<file path="config.mk">
export PLATFORM = sky130hd
export DESIGN_NAME = pause_gate
export DESIGN_NICKNAME = d
export VERILOG_FILES = /design/src/rtl/pause_pkg.sv /design/src/rtl/edge_rise.sv /design/src/rtl/pause_gate.sv
export SDC_FILE = /design/constraint.sdc
export NUM_CORES = 1
export LEC_CHECK = 0
export CAP_MARGIN = 25
export CORE_ASPECT_RATIO = 1.5
export CORE_MARGIN = 10
export CORE_UTILIZATION = 30
export DETAILED_ROUTE_END_ITERATION = 6
export SETUP_SLACK_MARGIN = 0.1
export SLEW_MARGIN = 40
export SYNTH_ARGS = -nofsm -noshare
export SYNTH_HDL_FRONTEND = slang
export SYNTH_HIERARCHICAL = 1
export SYNTH_SLANG_ARGS = --single-unit
</file>
<file path="constraint.sdc">
create_clock -name clk_sys -period 2.45 [get_ports clk_sys]
set_clock_uncertainty 0.05 [all_clocks]
set_input_delay 0.49 -clock clk_sys [delete_from_list [all_inputs] [get_ports clk_sys]]
set_output_delay 0.49 -clock clk_sys [all_outputs]
set_load 0.01 [all_outputs]
</file>
<file path="src/rtl/pause_pkg.sv">
// pause_pkg: shared definitions for the pause gate and its helpers.
//   state_t        : pause gate FSM states (RUN / DRAIN / HELD).
//   DRAIN_MS       : default drain window in milliseconds before a forced hold.
//   HELD_FRAMES_W  : width of the held-frame counter.
package pause_pkg;

    typedef enum logic [1:0] {
        RUN   = 2'd0,
        DRAIN = 2'd1,
        HELD  = 2'd2
    } state_t;

    localparam int DRAIN_MS      = 20;
    localparam int HELD_FRAMES_W = 16;

endpackage

</file>
<file path="src/rtl/edge_rise.sv">
// edge_rise: 1-bit registered rising-edge detector.
//   clk     in  clock
//   reset_n in  asynchronous active-low reset (history register clears to 0)
//   d       in  level input, synchronous to clk
//   rise    out high for the cycle in which d is 1 and was 0 on the previous cycle
module edge_rise (
    input  logic clk,
    input  logic reset_n,
    input  logic d,
    output logic rise
);

    logic d_q;

    always_ff @(posedge clk or negedge reset_n) begin
        if (!reset_n) begin
            d_q <= 1'b0;
        end else begin
            d_q <= d;
        end
    end

    assign rise = d & ~d_q;

endmodule

</file>
<file path="src/rtl/pause_gate.sv">
// pause_gate: stops the CPU clock-enable at a safe point while a pause is requested.
//   clk_sys     in  core system clock
//   reset_n     in  asynchronous active-low reset
//   pause_req   in  pause request (active-high)
//   cen_in      in  CPU clock-enable pulse from the core divider
//   bus_idle    in  CPU not mid memory/IO cycle
//   vblank      in  vertical blank
//   cen_out     out gated CPU clock-enable (0 while reset_n is low)
//   paused      out registered acknowledge, high while the CPU is held
//   forced      out sticky: last hold entry came from the drain timeout
//   held_frames out vblank rising edges seen while held, saturating
module pause_gate
    import pause_pkg::*;
#(
    parameter int CLKSPD      = 12,
    parameter bit SYNC_VBLANK = 1'b1,
    parameter int DRAIN_MAX   = CLKSPD * 1000 * DRAIN_MS
) (
    input  logic                     clk_sys,
    input  logic                     reset_n,
    input  logic                     pause_req,
    input  logic                     cen_in,
    input  logic                     bus_idle,
    input  logic                     vblank,
    output logic                     cen_out,
    output logic                     paused,
    output logic                     forced,
    output logic [HELD_FRAMES_W-1:0] held_frames
);

    // One spare bit so the counter can step past DRAIN_MAX-1 without wrapping.
    localparam int                CNT_W      = $clog2(DRAIN_MAX) + 1;
    localparam logic [CNT_W-1:0]  DRAIN_LAST = CNT_W'(DRAIN_MAX - 1);
    localparam logic [HELD_FRAMES_W-1:0] FRAMES_SAT = {HELD_FRAMES_W{1'b1}};

    state_t           state;
    state_t           state_next;
    logic [CNT_W-1:0] drain_cnt;
    logic             vb_rise;
    logic             safe;
    logic             timeout;
    logic             run_en;

    edge_rise u_vblank_rise (
        .clk     (clk_sys),
        .reset_n (reset_n),
        .d       (vblank),
        .rise    (vb_rise)
    );

    assign safe    = bus_idle & ((SYNC_VBLANK == 1'b0) | vb_rise);
    assign timeout = (state == DRAIN) && (drain_cnt == DRAIN_LAST);

    always_ff @(posedge clk_sys or negedge reset_n) begin
        if (!reset_n) begin
            state <= RUN;
        end else begin
            state <= state_next;
        end
    end

    // Cancel wins over safe, and safe wins over timeout.
    always_comb begin
        state_next = state;
        case (state)
            RUN: begin
                if (pause_req) state_next = DRAIN;
            end
            DRAIN: begin
                if (!pause_req)          state_next = RUN;
                else if (safe | timeout) state_next = HELD;
            end
            HELD: begin
                if (!pause_req) state_next = RUN;
            end
            default: state_next = RUN;
        endcase
    end

    // In DRAIN the enable is cut on the decision cycle itself, so no pulse
    // slips through after the hold has been chosen.
    always_comb begin
        run_en = 1'b0;
        case (state)
            RUN:     run_en = 1'b1;
            DRAIN:   run_en = ~(safe | timeout);
            HELD:    run_en = 1'b0;
            default: run_en = 1'b0;
        endcase
    end

    assign cen_out = cen_in & run_en & reset_n;

    // held_frames is cleared on DRAIN entry so the final count survives resume.
    always_ff @(posedge clk_sys or negedge reset_n) begin
        if (!reset_n) begin
            drain_cnt   <= '0;
            held_frames <= '0;
            forced      <= 1'b0;
            paused      <= 1'b0;
        end else begin
            paused <= (state_next == HELD);
            if (state == RUN && pause_req) begin
                drain_cnt   <= '0;
                held_frames <= '0;
            end else if (state == DRAIN) begin
                drain_cnt <= drain_cnt + 1'b1;
            end
            if (state == DRAIN && state_next == HELD) begin
                forced <= ~safe;
            end
            if (state == HELD && vb_rise && held_frames != FRAMES_SAT) begin
                held_frames <= held_frames + 1'b1;
            end
        end
    end

endmodule

</file>
==> metrics <==
vias in the first global route 2095; n_diodes 0; Tcrit/Tclk final 0.940; Arrival @ worst endpoint ~1.8 ns; GRT Resource Usage Total 0.105; Peak VDD IR slightly below 0.0002 V; Worst path top cell family by delay simple AND/OR/NAND/NOR gates; # Max-Cap Violations 0; largest net degree at the start of global routing roughly 40; Crit path depth 5; Clock transition at path regs 0.08 ns; Yosys top cell by area dfrtp_1; first-pass GRT wire length around 10000 um; slowest cell on the critical path dfrtp_1; CP peak stage delay 0.41 ns; status finished clean; ys async rst share 1.00; buffers added on ports 24; Mapped Cells approximately 230; WP buf/inv 1; Reg2Reg Depth 4; syn avg cell area 9.81 um2; Crit Path Class reg -> out; num rows 38; Post-Synth XOR/XNOR Area 0; Root Buffer clkbuf_8; main combinational cell family by area after synthesis simple AND/OR/NAND/NOR gates; RSZ-0062 raised after global routing no; Max FO, Critical Path 4; grt met3 use 0.0327; most area-consuming cells after synthesis dfrtp_1, nand2_1, nand3_1; final std cells w/o fill about 380; crit-path cells nor4bb_1, nand3_1, o31ai_4, a211oi_2, buf_2; Setup crit end kind output pin; P&R area growth vs syn 27.1%; CTS sink cnt 40; CTS Hold Buffers Added 0; die area 0.0114 mm2; most used routing layer met2; via/cell ratio approximately 5.4; Simple-Gate Fraction of Synth Area 0.265; hold_ws between 0.2 and 0.25 ns; drt wl/cell between 15 and 20 um; layout cells sized above 1 0.184; grt total ovfl 0; PwrDens about 440 mW/mm2; met2 global-route usage 0.189; max-slew violation count 0; Rel. slew slack 0.644; Netlist Area Pre-Place around 0.0022 mm2; Worst Tran Pin Value between 0.5 and 0.6 ns; ANT nets after route 0; Die Wd 90.6 um; P_leak approximately 1.2 nW; drt drc 0; register bit total from synthesis 40; Final Hold Fails 0; initial drt markers about 120; Final Wtd Congestion roughly 0.85; H-tree depth 2; post-synthesis sequential area ratio 0.446; dpl cells 364; IO Pins 25; EDFF count, synth 0; Bufs on Longest Clock Path 2; HPWL Detailed 4220 um; CTS tree built; fmax approximately 430 MHz; via count 2024; minimum clock period between 2 and 2.5 ns; Yosys top cell area share 0.446; Tot Pwr 1.26 mW; Synth Area in Adders 0.0111; Yosys cell types 54; Clock Latency Late Sink 0.29 ns; fin nets roughly 290; mux contribution to synthesized area 0.0318; ys flop type dfrtp_1; final core occ 0.392; syn nets between 200 and 250; Initial Util 0.309; Synth Area in Compound Gates 0.201; Initial DRT Pass Iterations 4; Setup crit start kind flop; Synthesis Warnings 6; Critical Path RT around 1.9 ns; Num CTS Buffers 5; met1 usage 0.112; pre-CTS setup slack -0.223 ns; die height 126 um; setup ws final 0.148 ns; Core ar. roughly 0.0073 mm2; Routed WL ~6000 um; Finish-stage setup viols 0; Hold Path Class in -> async; antenna violations before repair 0
path summary, 6_finish.rpt:
kind	startpoint	to	slack, ns
setup / recovery	drain_cnt[9]	cen_out	0.15
min in group clk_sys	drain_cnt[5]	drain_cnt[5]	0.44
max in group asynchronous	reset_n	drain_cnt[4]	1.74
hold / removal	reset_n	drain_cnt[12]	0.22
hold reg to reg	drain_cnt[5]	drain_cnt[5]	0.44
setup reg to reg	held_frames[3]	held_frames[2]	0.32
state kept, by name, indices dropped and copies added (netlist names):
register,flops
u_vblank_rise/d_q,1
held_frames,16
paused,1
state,2
forced,1
drain_cnt,19
metrics by stage:
stage	setup TNS, ns	area (um2)
final	0	2850
after detailed placement	-0.223	2710
after CTS	0	2820
after floorplan	0	2250
after global placement	-0.169	2710
after global routing	0	2850
where the power goes:
part           internal [mW]  switching [mW]
Clock                  0.194           0.228
Combinational         0.0597          0.0826
Sequential             0.682          0.0169
layer usage:
metal / part of all wire / up-vias / wire [um]
li1: - / 978 / -
met3: 0.052 / 11 / 305
met5: 0 / - / 0
met1: 0.41 / 997 / 2420
met2: 0.52 / 38 / 3050
met4: 0.018 / 0 / 105
final cells by class:
type | instances | area [um2]
Fill cell | 729 | 4420
Clock inverter | 1 | 5.00
Sequential cell | 40 | 1000
Timing Repair Buffer | 52 | 440
Multi-Input combinational cell | 167 | 1170
Inverter | 11 | 41.3
Clock buffer | 6 | 72.6
Tap cell | 100 | 125
cells by family (layout without fill, tap and decap cells):
group	after synthesis	after routing
compound gates	62	62
fa+ha+maj	2	2
buf+inv	22	70
flops	40	40
mux	7	7
simple gates	96	96
synthesized netlist by cell type, types with 4 or more instances:
cell	n
a21oi_1	9
nor2b_1	4
nand2_1	22
dfrtp_1	40
nor3_1	7
or4_1	5
nor4_1	8
a221o_1	6
nand4_1	4
nand3_1	15
o21ai_0	7
and2_1	4
clkbuf_1	5
o21ai_1	5
o31ai_1	6
inv_1	11
nor2_1	5
o211ai_1	8
mux2i_1	6
what timing repair did:
item | CTS | global route
endpoints found under the setup margin | 1 | 1
setup buffers | 3 | 3
hold endpoints to repair | 0 | 0
pin swaps | 5 | 3
gates resized for setup | 8 | 1
placed cells by master, fill, tap and decap left out, drive strengths merged, types with 3 or more instances in the layout:
cell type and n:
nor2b 5, nand3 15, nor2 6, nand2 22, nor3 7, o21ai 13, or3 3, or4 6
and2 5, buf 30, o31ai 6, nor4 9, nor4bb 3, o211ai 8, a21oi 10, clkbuf 6
inv 11, o41ai 3, dfrtp 40, a221o 6, mux2i 6, clkdlybuf4s50 22, a211oi 3, nand4 6
Power figures use the tool's default switching activity.
